===== src/rtl/itf_pkg.sv =====
// Shared types and command-beat field layout for the off-chip port controller.
package itf_pkg;

  typedef enum logic [2:0] {
    StIdle,
    StCmd,
    StRd,
    StWr,
    StFnh
  } state_e;

  // Command-beat field offsets; the beat count sits directly above the address.
  localparam int unsigned DIR_BIT  = 0;
  localparam int unsigned ADDR_LSB = 1;

  function automatic int unsigned num_lsb(input int unsigned dram_addr_width);
    return ADDR_LSB + dram_addr_width;
  endfunction

  localparam int unsigned NUM_LSB = num_lsb(32);

endpackage


===== src/rtl/itf_skid_fifo.sv =====
// Two-entry FIFO buffering read beats ({last, data}) between the DRAM port and the core.
module itf_skid_fifo #(
  parameter int unsigned WIDTH = 129
) (
  input  logic             i_clk,
  input  logic             i_rst,
  input  logic             i_push,
  input  logic [WIDTH-1:0] i_data,
  input  logic             i_pop,
  output logic [WIDTH-1:0] o_data,
  output logic             o_full,
  output logic             o_empty
);

  logic [WIDTH-1:0] r_mem [2];
  logic             r_wptr;
  logic             r_rptr;
  logic [1:0]       r_cnt;
  logic             w_push;
  logic             w_pop;

  assign o_full  = (r_cnt == 2'd2);
  assign o_empty = (r_cnt == 2'd0);
  assign w_push  = i_push & ~o_full;
  assign w_pop   = i_pop & ~o_empty;
  assign o_data  = r_mem[r_rptr];

  // Pointer and occupancy bookkeeping; reset discards any buffered beats.
  always_ff @(posedge i_clk) begin
    if (i_rst) begin
      r_wptr <= 1'b0;
      r_rptr <= 1'b0;
      r_cnt  <= 2'd0;
    end else begin
      if (w_push) r_wptr <= ~r_wptr;
      if (w_pop)  r_rptr <= ~r_rptr;
      unique case ({w_push, w_pop})
        2'b10:   r_cnt <= r_cnt + 2'd1;
        2'b01:   r_cnt <= r_cnt - 2'd1;
        default: r_cnt <= r_cnt;
      endcase
    end
  end

  // Storage needs no reset: occupancy alone decides what is valid.
  always_ff @(posedge i_clk) begin
    if (w_push) r_mem[r_wptr] <= i_data;
  end

endmodule


===== src/rtl/itf_port_ctrl.sv =====
// Serialises one DRAM transfer at a time over the shared bidirectional port:
// command beat, then either a write stream out or a buffered read stream in.
module itf_port_ctrl
  import itf_pkg::*;
#(
  parameter int unsigned PORT_WIDTH      = 128,
  parameter int unsigned DRAM_ADDR_WIDTH = 32,
  parameter int unsigned ADDR_WIDTH      = 16
) (
  input  logic                       clk,
  input  logic                       rst,
  input  logic                       req_vld,
  output logic                       req_rdy,
  input  logic                       req_dir,
  input  logic [DRAM_ADDR_WIDTH-1:0] req_addr,
  input  logic [ADDR_WIDTH-1:0]      req_num,
  input  logic [PORT_WIDTH-1:0]      wr_dat,
  input  logic                       wr_vld,
  output logic                       wr_rdy,
  output logic [PORT_WIDTH-1:0]      rd_dat,
  output logic                       rd_vld,
  output logic                       rd_last,
  input  logic                       rd_rdy,
  output logic                       o_oe,
  output logic [PORT_WIDTH-1:0]      o_dat,
  output logic                       o_vld,
  output logic                       o_last,
  input  logic                       i_rdy,
  input  logic [PORT_WIDTH-1:0]      i_dat,
  input  logic                       i_vld,
  input  logic                       i_last,
  output logic                       o_rdy,
  output logic                       done,
  output logic                       err
);

  localparam int unsigned NumLsb = num_lsb(DRAM_ADDR_WIDTH);

  state_e                     r_state;
  state_e                     w_state_d;
  logic                       r_oe;
  logic                       r_dir;
  logic [DRAM_ADDR_WIDTH-1:0] r_addr;
  logic [ADDR_WIDTH-1:0]      r_num;
  logic [ADDR_WIDTH-1:0]      r_cnt;
  logic                       r_err;
  logic                       w_last_beat;
  logic                       w_num_zero;
  logic                       w_wr_hs;
  logic                       w_rd_push;
  logic [PORT_WIDTH-1:0]      w_cmd;
  logic                       w_fifo_full;
  logic                       w_fifo_empty;
  logic [PORT_WIDTH:0]        w_fifo_head;

  // Only evaluated when num >= 1, so num-1 never wraps.
  assign w_last_beat = (r_cnt == r_num - ADDR_WIDTH'(1));
  assign w_num_zero  = (r_num == '0);
  assign w_wr_hs     = (r_state == StWr) & wr_vld & i_rdy;
  assign w_rd_push   = (r_state == StRd) & i_vld & ~w_fifo_full;

  assign o_oe    = r_oe;
  assign err     = r_err;
  assign rd_vld  = ~w_fifo_empty;
  assign rd_dat  = w_fifo_head[PORT_WIDTH-1:0];
  assign rd_last = w_fifo_head[PORT_WIDTH];

  // Command beat layout: {zeros, num, addr, dir}.
  always_comb begin
    w_cmd = '0;
    w_cmd[DIR_BIT] = r_dir;
    w_cmd[ADDR_LSB +: DRAM_ADDR_WIDTH] = r_addr;
    w_cmd[NumLsb +: ADDR_WIDTH] = r_num;
  end

  // State register; bus direction is registered from the next state so it flips with it.
  always_ff @(posedge clk) begin
    if (rst) begin
      r_state <= StIdle;
      r_oe    <= 1'b1;
    end else begin
      r_state <= w_state_d;
      r_oe    <= (w_state_d != StRd);
    end
  end

  // Next-state logic; a zero-length request passes through Cmd without issuing a command.
  always_comb begin
    w_state_d = r_state;
    unique case (r_state)
      StIdle: if (req_vld) w_state_d = StCmd;
      StCmd: begin
        if (w_num_zero)  w_state_d = StFnh;
        else if (i_rdy)  w_state_d = r_dir ? StWr : StRd;
      end
      StWr:   if (w_wr_hs && w_last_beat) w_state_d = StFnh;
      StRd:   if (w_rd_push && w_last_beat) w_state_d = StFnh;
      StFnh:  if (w_fifo_empty) w_state_d = StIdle;
      default: w_state_d = StIdle;
    endcase
  end

  // Request capture, beat counting and sticky read-length error.
  always_ff @(posedge clk) begin
    if (rst) begin
      r_dir  <= 1'b0;
      r_addr <= '0;
      r_num  <= '0;
      r_cnt  <= '0;
      r_err  <= 1'b0;
    end else if (r_state == StIdle && req_vld) begin
      r_dir  <= req_dir;
      r_addr <= req_addr;
      r_num  <= req_num;
      r_cnt  <= '0;
      r_err  <= 1'b0;
    end else begin
      if (w_wr_hs || w_rd_push) r_cnt <= r_cnt + ADDR_WIDTH'(1);
      if (w_rd_push && (i_last != w_last_beat)) r_err <= 1'b1;
    end
  end

  // Port-side outputs, decoded from state; o_vld never depends on i_rdy.
  always_comb begin
    req_rdy = 1'b0;
    wr_rdy  = 1'b0;
    o_dat   = '0;
    o_vld   = 1'b0;
    o_last  = 1'b0;
    o_rdy   = 1'b0;
    done    = 1'b0;
    unique case (r_state)
      StIdle: req_rdy = 1'b1;
      StCmd: begin
        o_vld = ~w_num_zero;
        o_dat = w_cmd;
      end
      StWr: begin
        o_dat  = wr_dat;
        o_vld  = wr_vld;
        wr_rdy = i_rdy;
        o_last = w_last_beat;
      end
      StRd:  o_rdy = ~w_fifo_full;
      StFnh: done  = w_fifo_empty;
      default: ;
    endcase
  end

  itf_skid_fifo #(
    .WIDTH(PORT_WIDTH + 1)
  ) u_rd_fifo (
    .i_clk  (clk),
    .i_rst  (rst),
    .i_push (w_rd_push),
    .i_data ({w_last_beat, i_dat}),
    .i_pop  (rd_rdy),
    .o_data (w_fifo_head),
    .o_full (w_fifo_full),
    .o_empty(w_fifo_empty)
  );

endmodule

===== config.mk =====
export PLATFORM = sky130hd
export DESIGN_NAME = itf_port_ctrl
export DESIGN_NICKNAME = d
export VERILOG_FILES = /design/src/rtl/itf_pkg.sv /design/src/rtl/itf_skid_fifo.sv /design/src/rtl/itf_port_ctrl.sv
export SDC_FILE = /design/constraint.sdc
export NUM_CORES = 1
export LEC_CHECK = 0
export BUFFER_PORTS_ARGS = -buffer_cell sky130_fd_sc_hd__buf_2
export CORE_AREA = 2 2 225 227
export DETAILED_ROUTE_END_ITERATION = 8
export DIE_AREA = 0 0 227 229
export PLACE_DENSITY = 0.62
export SLEW_MARGIN = 20
export SYNTH_ARGS = -nofsm -noshare
export SYNTH_HDL_FRONTEND = slang
export SYNTH_SLANG_ARGS = --single-unit

===== constraint.sdc =====
create_clock -name clk -period 7.08 [get_ports clk]
set_input_delay 0.708 -clock clk [delete_from_list [all_inputs] [get_ports clk]]
set_output_delay 0.708 -clock clk [all_outputs]
set_load 0.02 [all_outputs]

# == Word level (Yosys, flattened, before mapping) ==
# Memories as Yosys holds them, arrays and structs flattened. A register that Yosys moved wholly into a read port is not among the register bits.
# Index checks and enable logic that the tools add are counted.
# totals
regBits,74
ramBits,258
memories,1
latch_bits,0
inputBits,313
word_cells,66
out_inout_bits,266
mem_bits_ro,0
# op_classes
n_addsub,4
n_div,0
n_lt_le_gt_ge,0
n_mux,20
n_shift,0
n_eq_ne,10
n_reduce_logical,10
n_bitwise,11
mul,0
# mem_list
name,words,word_bits,rd,rd_clocked_by_memory_dff,wr,line_no,source
u_rd_fifo.r_mem,2,129,1,1,1,itf_skid_fifo.sv:15,logic [WIDTH-1:0] r_mem [2];
# op_table
cell,count
128-bit one-hot mux with 2 select lines,1
3-bit 2-to-1 mux,6
16-bit by 1-bit adder with 16-bit output (second input constant),1
16-bit equality test,1
16-bit zero test,1
16-bit by 1-bit subtractor with 16-bit output (second input constant),1
3-bit one-hot mux with 5 select lines,1
1-bit 2-to-1 mux,10
1-bit AND,6
3-bit by 2-bit equality test with 1-bit output (second input constant),2
1-bit NOT,5
2-bit equality test (second input constant),2
1-bit logical AND,4
2-bit one-hot mux with 2 select lines,1
3-bit by 1-bit equality test with 1-bit output (second input constant),1
3-bit equality test (second input constant),1
3-bit zero test,1
3-bit by 2-bit inequality test with 1-bit output (second input constant),1
2-bit by 1-bit adder with 2-bit output (second input constant),1
2-bit by 1-bit equality test with 1-bit output (second input constant),1
2-bit zero test,1
1-bit one-hot mux with 2 select lines,1
2-bit nonzero test,1
2-bit OR reduction,1
3 further kinds,3

# == Depth between registers and ports, before layout ==
# Gate-level depths: netlist (run 1).
# depth
ltp_word,7
ltp_mapped,9
mapped_depth_nobuf,8

# == Hierarchy ==
# From an unflattened synthesis (run 1), not the netlist that was laid out.
# hier_totals
cells_unflattened,1078
hier_area_um2,14264.9
# by_module_without_submodules
module,instances,seq_area_each_um2,area_per_inst_um2,cells_per_inst
itf_skid_fifo,1,7847.5,9496.6,427
itf_port_ctrl,1,1401.3,4768.3,651

# == Worst setup path after synthesis (run 1) ==
# No wires, ideal clock.
# synth_path
kind,register -> register
start,reg r_state[1]
end,"mem u_rd_fifo.r_mem[0][0], enable pin"
path_buffers,2
required_time_ns,6.461
setup_time_ns,0.619
arrival_time_ns,6.733
period_less_slack_ns,7.352
path_slack_ns,-0.272
path_stages_with_launch,6
path_cell_list,dfxtp_1 buf_2 or3b_4 or3_1 clkbuf_1 nor2_1
# synth_via
elab_chain_cells,6
# synth_lines
item,line_no,source
from (decl),itf_port_ctrl.sv:39,state_e r_state;
from (signal assigned),itf_port_ctrl.sv:79,r_state <= StIdle;
from (signal assigned),itf_port_ctrl.sv:82,r_state <= w_state_d;
3-bit by 2-bit equality test with 1-bit output,itf_port_ctrl.sv:60,assign w_rd_push = (r_state == StRd) & i_vld & ~w_fifo_full;
1-bit AND (2 in a row),itf_port_ctrl.sv:60,
1-bit AND,itf_skid_fifo.sv:24,assign w_push = i_push & ~o_full;
1-bit 2-to-1 mux,itf_skid_fifo.sv:47,if (w_push) r_mem[r_wptr] <= i_data;
1-bit 2-to-1 mux (not written as such),itf_skid_fifo.sv:47,
to (decl),itf_skid_fifo.sv:15,
# Every way passes these cells.

# == Worst setup path in the final report (run 1) ==
# layout_path
start,reg r_num[0]
end,out o_last
# layout_via
elab_chain_cells,3
# layout_lines
item,line_no,source
from (decl),itf_port_ctrl.sv:44,logic [ADDR_WIDTH-1:0] r_num;
from (signal assigned),itf_port_ctrl.sv:114,r_num <= req_num;
16-bit by 1-bit subtractor with 16-bit output,itf_port_ctrl.sv:57,assign w_last_beat = (r_cnt == r_num - ADDR_WIDTH'(1));
16-bit equality test,itf_port_ctrl.sv:57,
net w_last_beat,itf_port_ctrl.sv:47,logic w_last_beat;
1-bit 2-to-1 mux,itf_port_ctrl.sv:132,unique case (r_state)
to (decl),itf_port_ctrl.sv:27,"output logic o_last,"
# The timed path passes the listed nets, and every way through them passes these cells.

==> results of run 1 <==
cell type report:
cell class	instances	area share, %
diodes	4	0.0534
clock buffers	43	5.22
well taps	672	4.48
inverters	11	0.220
clock inverters	24	1.21
multi-input cells	600	23.4
repair buffers	590	16.0
flip-flops and latches	333	49.4
cells in the final DEF, fill, tap and decap left out, types with 3 or more instances in the layout:
| master | count |
|---|---|
| buf_2 | 578 |
| edfxtp_1 | 258 |
| mux2_2 | 130 |
| nand2_1 | 114 |
| and3_1 | 84 |
| dfxtp_1 | 73 |
| a21oi_1 | 58 |
| a22o_1 | 50 |
| clkbuf_16 | 38 |
| nor2_1 | 26 |
| xnor2_1 | 21 |
| xor2_1 | 15 |
| inv_1 | 11 |
| buf_4 | 11 |
| or3_1 | 10 |
| nor3_1 | 7 |
| o21ai_0 | 7 |
| clkinv_2 | 7 |
| nor2b_1 | 5 |
| nand4_1 | 5 |
| nand3_1 | 5 |
| diode_2 | 4 |
| clkinv_1 | 4 |
| clkinv_4 | 4 |
| clkbuf_1 | 4 |
| a31o_2 | 3 |
| or2_2 | 3 |
| a31oi_1 | 3 |
| nor4_1 | 3 |
| nor2_4 | 3 |
| ha_1 | 3 |
| clkinvlp_4 | 3 |
| bufinv_16 | 3 |
registers in the layout, summed over array words and instances, names as in the netlist, named ones only:
signal and flops:
err 1, u_rd_fifo.r_wptr 1, o_oe 1, r_dir 1, u_rd_fifo.r_mem 258, u_rd_fifo.r_cnt 2
r_num 16, r_addr 32, r_cnt 16, u_rd_fifo.r_rptr 1, r_state 3
power by group:
part	internal, mW	leakage (nW)	switching, mW
registers	2.15	2.94	0.0387
logic	0.230	4.33	0.337
clock network	1.11	0.585	0.785
worst max path at each step:
stage,end,start,depth (start not counted)
after floorplan,u_rd_fifo.r_mem[0][0],r_state[1],5
after global placement,u_rd_fifo.r_mem[0][128],r_state[1],4
after detailed placement,u_rd_fifo.r_mem[0][128],r_state[1],4
after CTS,o_last,r_num[0],9
after global routing,o_last,r_num[0],9
final,o_last,r_num[0],9
layer usage:
layer  share of wire, %  vias up  global-route usage [%]
li1                   -     4928                       -
met1                 38     5074                    19.1
met2                 50      494                    29.3
met3                 10       74                    6.18
met4                1.9        6                    4.39
met5               0.10        -                       0
logic make-up after synthesis:
group	synth area share, %
muxes	10.6
and+or+nand+nor	11.0
adders and majority gates	0.269
AOI/OAI and AO/OA	7.19
xor gates and xnor gates	2.26
buffers and inverters	2.38
DFF	66.4
per-stage QoR:
step	hold WS [ns]	setup TNS (ns)	cell area [sq um]	std cells	setup WS (ns)
2_1_floorplan	0.436	-70.23	13900	1020	-0.272
3_3_place_gp	0.442	0	17500	2205	3.61
3_5_place_dp	0.450	0	17500	2206	3.59
4_1_cts	0.317	0	18700	2273	3.26
5_1_grt	0.321	0	18700	2274	3.04
6_report	0.356	0	18800	2277	3.28
worst max-delay path: cells and delay by family, from the launching register on:
kind	cells	cell delay, ns
AO/OA/AOI/OAI	2	0.52
adder cells (fa/ha/maj)	1	0.23
buffers and inverters	2	0.26
flip-flops	1	0.50
AND/OR/NAND/NOR	4	1.04
==> impl_metrics.ini, run 1 <==
[synth]
yosysTopAreaCell = edfxtp_1
synthTopCellsByArea = edfxtp_1 (56%), dfxtp_1 (11%), mux2_2 (11%)
postSynthCellCount = 1020
yosysUniqueCellTypes = 57
synthTopCellsByCount = edfxtp_1 (258), mux2_2 (130), nand2_1 (114)
synth_area_sq_um = 13900
syn_avg_cell_area_sq_um = 13.7
yosys_most_used_dff = edfxtp_1
synthMostInstantiatedCell = edfxtp_1
synth_edf_count = 258
ys_seq_area_share_pct = 66.4
async_flop_share_pct = 0
synth_warnings = 0
synth_top_cell_area_share_pct = 55.6
ys_ff_latch = 333
synth_nets = 1336

[global_routing]
grt_pass1_wl_microns = 65100
grt_pass1_vias = 10400
grt_max_degree = 91
globalRouteTotalUtil_pct = 16.7
antenna_found_initial = 13
grt_overflow = 0

[sta]
final.setup_skew_ns = 0.0281
min_period_ns = 3.80
fmax_ghz = 0.263
post-route-period-util_pct = 53.6
rsz0062_at_grt = no
worstMarginPinSlew_ns = 0.877
report.final.slew_viol_count = 0
report.final.setup_viol = 0
finalHoldViolCount = 0
slew-limit-headroom_pct = 41.4

[clock_tree]
ctsHoldBuffers = 0
cts_tree = yes
cts_setup_buffers = 0
clk_latency_ns = 0.54
h-tree-depth = 2
cts_resized = 0
root_buffer = clkbuf_16
numCtsBuffers = 38
cts_sinks = 333
path_clk_slew_ns = 0.06
clockBufferDepth = 3

[routing]
post-route-drc-count = 0
vias = 10600
final_antenna_net_count = 0
wirelength_microns = 45800
post_drt_wl_per_cell_microns = 20.1
firstDrtPassIters = 5
via_per_inst = 4.64
drtIter0Drc = 618

[floorplanning]
die_w_microns = 227
die_area_sq_um = 52000
fp.dieH_microns = 229
initial_core_util_pct = 28.1
num_io_pins = 579
core_sq_um = 49700
num_rows = 82

[cells_and_area]
syn2layout_area_growth_pct = 34.5
fin_util_pct = 37.8
layout.area.seq_sq_um = 9250
multi_input_area_sq_um = 4390
drive_gt1_share_pct = 50.2
nets = 1890
fillers = 4906

[critical_path]
worstReg2RegEnd = u_rd_fifo.r_mem[0][5]
cpPeakStageDelay_ns = 0.50
r2r_cells = 4
cp-end-kind = output pin
critPathLaunchType = flip-flop
reg2reg_from = r_state[1]
worstPathRequired_ns = 6.37
cp_cell_sequence = inv_1, ha_1, nor3b_2, or3_1, a221oi_2, o221a_1, and4b_2, and2_1, buf_2
path_class = reg -> out
slowest_stage = dfxtp_1
cp_data_arrival_time_ns = 3.09
crit_path_max_fanout = 10
reg2reg_setup_slack_ns = 3.64

[power]
vdd_drop_max_mv = 0.137
power_mw = 4.65
p_per_area_nw_per_um2 = 248
power.leakage_nw = 7.85

[run]
max_cap_violations = 0

[min_path]
min_from = i_dat[51]
whs_path_depth = 1
min_to = u_rd_fifo.r_mem[0][51]
hold_class = in -> reg

[run_status]
status = completed

[placed_design]
place_hpwl_microns = 34300
place_congestion = 1.00
port_buffers = 578
Note: power is estimated with default switching activity, not from simulation.
==> inputs of run 2 (changes only) <==
- PLACE_DENSITY: 0.62 -> 0.6
- clock period: 7.08 -> 3.8 ns (I/O delays scaled with it)
==> run 2 against run 1 <==
- worst hold slack worse by 0.32 ns
- clock power up 87%
- global-route usage up 0.067 points
- final cell count up 3.5%
- routed wire length down 0.15%
- sequential power up 87%
- critical endpoint unchanged
- critical path depth unchanged
- critical path type unchanged
- combinational power up 99%
- power up 89%
- utilization up 1.7 points
- sequential cell count unchanged
- sequential share of layout area down 2.2 points
==> impl_metrics.ini, run 2 (synthesis gave the netlist of run 1 again) <==
[global_routing]
grt_overflow = 0
globalRouteTotalUtil_pct = 16.8
grt_pass1_wl_microns = 66000
antenna_found_initial = 12
grt_pass1_vias = 11000
grt_max_degree = 83

[routing]
wirelength_microns = 45700
post-route-drc-count = 0
via_per_inst = 4.66
final_antenna_net_count = 0
post_drt_wl_per_cell_microns = 19.4
vias = 11000
firstDrtPassIters = 5
drtIter0Drc = 638

[placed_design]
place_congestion = 0.984
place_hpwl_microns = 33900
dp_cells = 2210
dp_slack_ns = 0.861
port_buffers = 578
place_area_sq_um = 17600

[clock_tree]
cts_setup_buffers = 0
cts_sinks = 333
root_buffer = clkbuf_16
clockBufferDepth = 3
ctsHoldBuffers = 77
h-tree-depth = 2
clk_latency_ns = 0.54
path_clk_slew_ns = 0.06
numCtsBuffers = 38
cts_resized = 0
cts_tree = yes

[sta]
worstMarginPinSlew_ns = 0.955
post-route-period-util_pct = 94.5
rsz0062_at_grt = no
final.setup_skew_ns = 0.0107
report.final.slew_viol_count = 0
fin_hold_ws_ns = 0.0387
min_period_ns = 3.59
report.final.setup_viol = 0
setup_slack_ns = 0.210
slew-limit-headroom_pct = 36.3
setup_tns_ns = 0
fmax_ghz = 0.279
finalHoldViolCount = 0

[critical_path]
cp-end-kind = output pin
critPathLaunchType = flip-flop
worstPathRequired_ns = 3.42
path_class = reg -> out
cp_data_arrival_time_ns = 3.21
crit_path_max_fanout = 10

[floorplanning]
die_area_sq_um = 52000
fp.dieH_microns = 229
num_rows = 82
initial_core_util_pct = 28.1
core_sq_um = 49700
num_io_pins = 579
die_w_microns = 227

[cells_and_area]
top_register = u_rd_fifo.r_mem
stdcell_count = 2357
finish.instance_area_sq_um = 19600
final_common_cell = buf_2
mostFrequentLayoutCells = buf_2 (578), edfxtp_1 (258), mux2_2 (130)
largestRegisters = u_rd_fifo.r_mem (258), r_addr (32)
nets = 1971
drive_gt1_share_pct = 47.9
largest_reg_flops = 258
fin_util_pct = 39.5
syn2layout_area_growth_pct = 40.8

[power]
vdd_drop_max_mv = 0.317
power.leakage_nw = 8.21
p_per_area_nw_per_um2 = 447
power_mw = 8.77

[run_status]
status = completed

[min_path]
hold_class = in -> reg

[run]
max_cap_violations = 0
## run 2: metal layers
layer  routed length, microns  up-vias  part of all wire [%]  track usage (%)
li1                         -     5077                     -                -
met1                    17600     5274                    38             19.3
met2                    22000      529                    48             29.1
met3                     4460       88                   9.8             5.71
met4                     1560       12                   3.4             5.41
met5                       79        -                  0.17                0
## run 2: path summary, 6_finish.rpt
path	start	end	slack (ns)	depth (start not counted)
setup / recovery	r_num[0]	o_last	0.21	9
hold / removal	i_dat[109]	u_rd_fifo.r_mem[1][109]	0.04	1
setup reg to reg	r_num[0]	r_state[1]	0.96	8
hold reg to reg	r_addr[7]	r_addr[7]	0.46	2
## run 2: critical path, cell delays in order (launching register included)
cell and delay [ns]:
dfxtp_1 0.39, inv_1 0.11, ha_1 0.19, nor3b_2 0.52, nand2_1 0.22, o32ai_1 0.45, nor2_1 0.07, and4b_2 0.38
and2_1 0.17, buf_2 0.17
## run 2: power by group
part	internal, mW	switching (mW)	leakage (nW)
combinational	0.486	0.642	4.68
clock	2.10	1.45	0.590
sequential	4.01	0.0838	2.94
## run 2: area by class of cell
class	count	area, sq um
fillers	4760	30000
flip-flops and latches	333	9250
multi-input cells	600	4390
repair buffers	671	3860
clock buffers	44	995
well taps	672	841
clock inverters	24	228
inverters	11	41.3
diodes	2	5.00
